==> config.mk <==
export PLATFORM = sky130hd
export DESIGN_NAME = vector_sub_unit_flat
export DESIGN_NICKNAME = d
export VERILOG_FILES = /design/src/rtl/vector_pkg.sv /design/src/rtl/vector_sub_unit_if.sv /design/src/rtl/vector_sub_unit_full_subtractor.sv /design/src/rtl/vector_sub_unit.sv /design/src/flat_wrapper.sv
export SDC_FILE = /design/constraint.sdc
export NUM_CORES = 1
export LEC_CHECK = 0
export ABC_AREA = 1
export BUFFER_PORTS_ARGS = -buffer_cell sky130_fd_sc_hd__buf_2
export CELL_PAD_IN_SITES_DETAIL_PLACEMENT = 1
export CELL_PAD_IN_SITES_GLOBAL_PLACEMENT = 1
export CORE_MARGIN = 8
export CORE_UTILIZATION = 40
export CTS_BUF_LIST = sky130_fd_sc_hd__clkbuf_16
export CTS_CLUSTER_SIZE = 25
export DETAILED_ROUTE_END_ITERATION = 10
export PLACE_DENSITY_LB_ADDON = 0.1
export SLEW_MARGIN = 10
export SYNTH_ARGS = -nofsm -noshare
export SYNTH_HDL_FRONTEND = slang
export SYNTH_HIERARCHICAL = 1
export SYNTH_SLANG_ARGS = --single-unit
==> constraint.sdc <==
create_clock -name clk -period 2.38 [get_ports clk]
set_clock_uncertainty 0.05 [all_clocks]
set_input_delay 0.357 -clock clk [delete_from_list [all_inputs] [get_ports clk]]
set_output_delay 0.357 -clock clk [all_outputs]
set_load 0.05 [all_outputs]
==> src/rtl/vector_pkg.sv <==
// Shared types and default sizing for the vector subtract unit.
// Imported by the interface, the top and the bench.
package vector_pkg;

    localparam int WIDTH_DEF = 8;
    localparam int LANES_DEF = 4;

    typedef enum logic [1:0] {
        IDLE,
        RUN,
        DONE
    } state_e;

endpackage

==> src/rtl/vector_sub_unit_if.sv <==
// Command/result bundle between a requester and vector_sub_unit.
// Lane i of each vector occupies bits [i*WIDTH +: WIDTH].
interface vector_sub_unit_if
    import vector_pkg::*;
#(
    parameter int WIDTH = WIDTH_DEF,
    parameter int LANES = LANES_DEF
) ();

    logic                     start;
    logic                     chain;
    logic                     sat;
    logic [LANES*WIDTH-1:0]   vec_a;
    logic [LANES*WIDTH-1:0]   vec_b;
    logic                     busy;
    logic                     done;
    logic [LANES*WIDTH-1:0]   vec_d;
    logic [LANES-1:0]         borrow_flags;
    logic                     borrow_out;

    modport master (
        output start, chain, sat, vec_a, vec_b,
        input  busy, done, vec_d, borrow_flags, borrow_out
    );

    modport slave (
        input  start, chain, sat, vec_a, vec_b,
        output busy, done, vec_d, borrow_flags, borrow_out
    );

endinterface

==> src/rtl/vector_sub_unit_full_subtractor.sv <==
// WIDTH-bit subtract with borrow in/out: d = a - b - bin mod 2^WIDTH.
// Shared by all lanes of vector_sub_unit.
module Full_Subtractor #(
    parameter int WIDTH = 8
) (
    input  logic [WIDTH-1:0] a_i,
    input  logic [WIDTH-1:0] b_i,
    input  logic             bin_i,
    output logic [WIDTH-1:0] d_o,
    output logic             bout_o
);

    logic [WIDTH:0] diff;

    assign diff   = {1'b0, a_i} - {1'b0, b_i} - {{WIDTH{1'b0}}, bin_i};
    assign d_o    = diff[WIDTH-1:0];
    assign bout_o = diff[WIDTH];

endmodule

==> src/rtl/vector_sub_unit.sv <==
// Lane-serial vector subtractor: one shared subtractor walks the lanes,
// either independently (optionally saturating) or as one wide chained subtract.
module vector_sub_unit
    import vector_pkg::*;
#(
    parameter int WIDTH = WIDTH_DEF,
    parameter int LANES = LANES_DEF
) (
    input  logic             clk,
    input  logic             rst_n,
    vector_sub_unit_if.slave io
);

    localparam int N  = LANES * WIDTH;
    localparam int CW = $clog2(LANES + 1);
    localparam logic [CW-1:0] LAST = CW'(LANES);

    state_e          state_q, state_d;
    logic [CW-1:0]   cnt_q;
    logic [N-1:0]    a_q, b_q;
    logic            chain_q, sat_q, bin_q;
    logic [N-1:0]    acc_q;
    logic [LANES-1:0] flg_q;
    logic [N-1:0]    vec_d_q;
    logic [LANES-1:0] flags_q;
    logic            bout_q;

    logic             accept, step, publish;
    logic [WIDTH-1:0] fs_d, lane_d;
    logic             fs_bout;

    Full_Subtractor #(.WIDTH(WIDTH)) u_fs (
        .a_i    (a_q[WIDTH-1:0]),
        .b_i    (b_q[WIDTH-1:0]),
        .bin_i  (chain_q & bin_q),
        .d_o    (fs_d),
        .bout_o (fs_bout)
    );

    assign lane_d = (sat_q && !chain_q && fs_bout) ? '0 : fs_d;

    always_comb begin
        state_d = state_q;
        accept  = io.start && (state_q != RUN);
        step    = (state_q == RUN) && (cnt_q != LAST);
        publish = (state_q == RUN) && (cnt_q == LAST);
        unique case (state_q)
            IDLE:    if (accept) state_d = RUN;
            RUN:     if (publish) state_d = DONE;
            DONE:    state_d = accept ? RUN : IDLE;
            default: state_d = IDLE;
        endcase
    end

    always_ff @(posedge clk or negedge rst_n) begin
        if (!rst_n) begin
            state_q <= IDLE;
            cnt_q   <= '0;
            a_q     <= '0;
            b_q     <= '0;
            chain_q <= 1'b0;
            sat_q   <= 1'b0;
            bin_q   <= 1'b0;
            acc_q   <= '0;
            flg_q   <= '0;
            vec_d_q <= '0;
            flags_q <= '0;
            bout_q  <= 1'b0;
        end else begin
            state_q <= state_d;
            if (accept) begin
                a_q     <= io.vec_a;
                b_q     <= io.vec_b;
                chain_q <= io.chain;
                sat_q   <= io.sat;
                cnt_q   <= '0;
                bin_q   <= 1'b0;
                acc_q   <= '0;
                flg_q   <= '0;
            end else if (step) begin
                // operands shift down so lane cnt_q is always at the bottom
                a_q   <= a_q >> WIDTH;
                b_q   <= b_q >> WIDTH;
                acc_q <= {lane_d, acc_q[N-1:WIDTH]};
                flg_q <= {fs_bout, flg_q[LANES-1:1]};
                bin_q <= fs_bout;
                cnt_q <= cnt_q + 1'b1;
            end
            if (publish) begin
                vec_d_q <= acc_q;
                flags_q <= flg_q;
                bout_q  <= chain_q ? flg_q[LANES-1] : |flg_q;
            end
        end
    end

    assign io.busy         = (state_q == RUN);
    assign io.done         = (state_q == DONE);
    assign io.vec_d        = vec_d_q;
    assign io.borrow_flags = flags_q;
    assign io.borrow_out   = bout_q;

endmodule

==> src/flat_wrapper.sv <==
// flat-port wrapper written by rule: the top's interface ports become plain ports
module vector_sub_unit_flat import vector_pkg::*;
#(
    parameter int WIDTH = WIDTH_DEF,
    parameter int LANES = LANES_DEF
)
  (clk, rst_n, io_start, io_chain, io_sat, io_vec_a, io_vec_b, io_busy, io_done, io_vec_d, io_borrow_flags, io_borrow_out);
  vector_sub_unit_if #(.WIDTH(WIDTH), .LANES(LANES)) io_i ();
  input  logic clk;
  input  logic rst_n;
  input wire logic [$bits(io_i.start)-1:0] io_start;
  input wire logic [$bits(io_i.chain)-1:0] io_chain;
  input wire logic [$bits(io_i.sat)-1:0] io_sat;
  input wire logic [$bits(io_i.vec_a)-1:0] io_vec_a;
  input wire logic [$bits(io_i.vec_b)-1:0] io_vec_b;
  output wire logic [$bits(io_i.busy)-1:0] io_busy;
  output wire logic [$bits(io_i.done)-1:0] io_done;
  output wire logic [$bits(io_i.vec_d)-1:0] io_vec_d;
  output wire logic [$bits(io_i.borrow_flags)-1:0] io_borrow_flags;
  output wire logic [$bits(io_i.borrow_out)-1:0] io_borrow_out;
  assign io_i.start = io_start;
  assign io_i.chain = io_chain;
  assign io_i.sat = io_sat;
  assign io_i.vec_a = io_vec_a;
  assign io_i.vec_b = io_vec_b;
  assign io_busy = io_i.busy;
  assign io_done = io_i.done;
  assign io_vec_d = io_i.vec_d;
  assign io_borrow_flags = io_i.borrow_flags;
  assign io_borrow_out = io_i.borrow_out;
  vector_sub_unit #(.WIDTH(WIDTH), .LANES(LANES)) u_core (.clk(clk), .rst_n(rst_n), .io(io_i));
endmodule
==> summary.md <==
| Metric | Value |
|---|---|
| Status | finished clean |
| Hold Crit Class | in2reg |
| Pin count of the biggest net entering global routing | 71 |
| Flop pwr share | 31.1% |
| I/O Buffers | 107 |
| Non-filler cells, final | 1,081 |
| Net Sw Power | 0.005767 W |
| DRT Wirelength | 17.41 mm |
| Hpwl dp | ~12 mm |
| Fin nets | between 900 and 1,000 |
| Critical-path top delay cell | dfrtp_1 |
| CP Cell Sequence | nand2_1 -> inv_1 -> inv_2 -> fa_2 -> inv_2 -> fa_2 -> nand2_1 -> nand2_1 -> nand2_2 -> nand2_1 -> nand2_1 -> nand2_1 -> nand2_1 -> nand3b_1 -> buf_6 -> nand3_1 -> o21ai_0 |
| Largest family of logic cells by synthesized area | simple AND/OR/NAND/NOR gates |
| Final Total Pwr | between 0.01 and 0.015 W |
| Period utilization | 95.31% |
| Yosys reg bits | 144 |
| Pre-antenna DRT Iters | 4 |
| Critical path depth in cells | 17 |
| Asr flop ratio synth | 100.0% |
| Peak VDD IR | about 0.00065 V |
| Die Ht | 144.4 um |
| CP bufs+invs | 4 |
| Number of synthesized flops with an enable pin | 0 |
| Max incr delay on CP | 0.39 ns |
| DR iter-0 viols | just over 200 |
| Max transition margin | 32.11% |
| Residual DRC | 0 |
| Vias in the first global route | 5,815 |
| Tmin final | 2.268 ns |
| Yosys warnings | 6 |
| Diode count | 0 |
| Vias after detailed routing | 5,301 |
| Synthesized area per cell | between 8 and 9 um^2 |
| Cts bufs inserted | 17 |
| CP startpoint kind | flip-flop |
| Least-Margin Pin Slew | 1.018 ns |
| Post-synthesis sequential area ratio | 54.63% |
| CTS Buffer Depth | 2 |
| Crit path kind | reg2reg |
| Leading area contributor after synthesis | dfrtp_1 |
| Netlist Area Pre-Place | 6596 um^2 |
| Post-Synth Adder-Cell Area | roughly 3.6% |
| Placed insts | between 1,000 and 1,500 |
| CP arrival | 2.51 ns |
| Sw frac | 44.45% |
| Max Freq | 0.4409 GHz |
| Hold WS | 0.08407 ns |
| R2R depth | 17 |
| Logic pwr share | 47.0% |
| Worst-path maximum fanout | 8 |
| CP endpoint | u_core/acc_q[28] |
| Full die area | between 20,000 and 25,000 um^2 |
| First-pass GRT wire length | 29.43 mm |
| Largest cells by area after synthesis | dfrtp_1 (55%), nand2_1 (13%), nand3_1 (10%) |
| H-tree depth | 4 |
| Core area | 16,350 um^2 |
| Slew Limit Fails | 0 |
| Primary FF master, synth | dfrtp_1 |
| Final hold violation count | 0 |
| Crit path launch | u_core/bin_q |
| Simple-gate share of the synthesized area | roughly 25% |
| Mapped Cells | 752 |
| Row count | 47 |
| Layout area overhead | 19.54% |
| Clock insertion delay at the later pin of the skew report | ~0.42 ns |
| Proportion of synthesized area in mux cells | 0% |
| Clock share of power | 21.9% |
| Crit path max-delay family | simple AND/OR/NAND/NOR gates |
| Worst path required time | 2.62 ns |
| Fraction of layout cells with a size suffix above 1 | 19.40% |
| Reg2reg start | u_core/bin_q |
| CTS tree | yes |
| GRT Util Overall | 17.97% |
| Syn nets | 839 |
| Flop2flop setup slack | 0.11 ns |
| Avg WL per Cell | approximately 16 um |
| Reg-to-reg endpoint | u_core/acc_q[28] |
| Total congestion overflow | 0 |
| Post-Synth XOR/XNOR Area | less than 1% |
| Clock slew at reported path FFs | 0.06 ns |
| Endpoints failing setup | 0 |
| Synth cell types | 27 |
| Initial Utilization | between 40% and 50% |
| Via density | 4.904 |
| Compound-Gate Fraction of Synth Area | 6.335% |
| GP Congestion | between 0.7 and 0.8 |
| IO Pins | 108 |
| Initial antenna violation count | 0 |
| Clock sink total | around 140 |
| Int Power | slightly above 0.007 W |
| Antenna-violating nets left | 0 |
| Pwr Density | about 1600 nW/um^2 |
| Max-cap viol count | 0 |
| Die W | 144.4 um |
| Root Driver | clkbuf_16 |
| Leakage | 4.126 nW |
| Area fraction of the dominant cell type after synthesis | 54.63% |
| Critical Path Sink Type | flip-flop |
| CP most frequent cell | nand2_1 |
[cell usage after synthesis (all sizes together), types with 3 or more instances]
cell,number
inv,84
dfrtp,144
buf,39
nand3b,4
nand2,228
ha,16
o21ai,76
xor2,4
nand3,136
clkbuf,3
nor2,11
a21oi,3
[cells in the final DEF, fill, tap and decap left out, types with 8 or more instances in the layout]
master     Yosys  routed
nand2_1      223     222
dfrtp_1      144     144
nand3_1      136     135
buf_2         17     106
inv_1         80      81
o21ai_0       62      58
clkbuf_16      0      17
o21ai_1       13      17
ha_1          16      16
nor2_1         8       8
[repair_timing]
item,CTS,global route
endpoints found under the hold margin,64,0
pin swaps,1,4
endpoints found under the setup margin,6,8
gates resized for setup,1,10
buffers inserted,0,2
cloned,0,0
hold buffers,1,0
[how the worst min path moves through the flow]
stage	startpoint	to	slack, ns	cells past startpoint
2_1_floorplan	rst_n	u_core/a_q[0]	0.01	0
3_3_place_gp	rst_n	u_core/io.vec_d[2]	0.34	1
3_5_place_dp	rst_n	u_core/io.vec_d[2]	0.34	1
4_1_cts	io_vec_a[25]	u_core/a_q[25]	0.06	3
5_1_grt	io_vec_b[25]	u_core/b_q[25]	0.07	3
6_report	io_vec_a[25]	u_core/a_q[25]	0.08	3
[stage by stage]
stage / utilization (%) / instance area, um^2 / TNS, ns / setup slack (ns)
2_1_floorplan: - / 6596 / 0 / 0.2841
3_3_place_gp: 44.15 / 7218 / 0 / 0.1015
3_5_place_dp: 44.15 / 7218 / -0.03366 / -0.01873
4_1_cts: 48.06 / 7856 / 0 / 0.02391
5_1_grt: 48.23 / 7885 / -0.6524 / -0.09279
6_report: 48.23 / 7885 / 0 / 0.1117
[tightest hold or removal path, cell delays in order]
cell	delay [ns]
buf_2	0.08
nand2_1	0.04
nand2_1	0.05
[cells by family after synthesis]
family	count (synthesis)
AOI/OAI and AO/OA	80
xor gates and xnor gates	5
adders and majority gates	18
buffers and inverters	126
DFF	144
and+or+nand+nor	379
[layout make-up]
| cell class | instances | area (um^2) |
|---|---|---|
| sequential | 144 | 3603 |
| fill | 1991 | 8463 |
| timing repair buffer | 120 | 695.7 |
| multi-input combinational | 482 | 2362 |
| clock inverter | 14 | 200.2 |
| tap | 220 | 275.3 |
| inverter | 84 | 322.8 |
| clock buffer | 17 | 425.4 |
[power groups by stage]
stage | registers (W) | logic (W) | clock network, W
floorplan | 0.00485 | 0.00387 | 0
global route | 0.00416 | 0.00691 | 0.00303
finish | 0.00404 | 0.00609 | 0.00285
detailed placement | 0.00407 | 0.00607 | 0
global placement | 0.00402 | 0.00585 | 0
CTS | 0.00405 | 0.00613 | 0.00292
[state kept, by name, summed over array words and instances, names as in the netlist]
signal                  cells
u_core/flg_q                3
u_core/state_q              2
u_core/bin_q                1
u_core/io.vec_d            32
u_core/io.borrow_flags      4
u_core/sat_q                1
u_core/cnt_q                3
u_core/a_q                 32
u_core/b_q                 32
u_core/io.borrow_out        1
u_core/chain_q              1
u_core/acc_q               32
[layer usage]
| metal | up-vias | wire length (um) | track usage (%) |
|---|---|---|---|
| met1 | 2597 | 7767 | 22.10 |
| met5 | - | 0 | 0 |
| li1 | 2590 | - | - |
| met2 | 98 | 8723 | 30.82 |
| met4 | 0 | 206 | 5.312 |
| met3 | 16 | 716 | 4.094 |
Note: power is estimated with default switching activity, not from simulation.
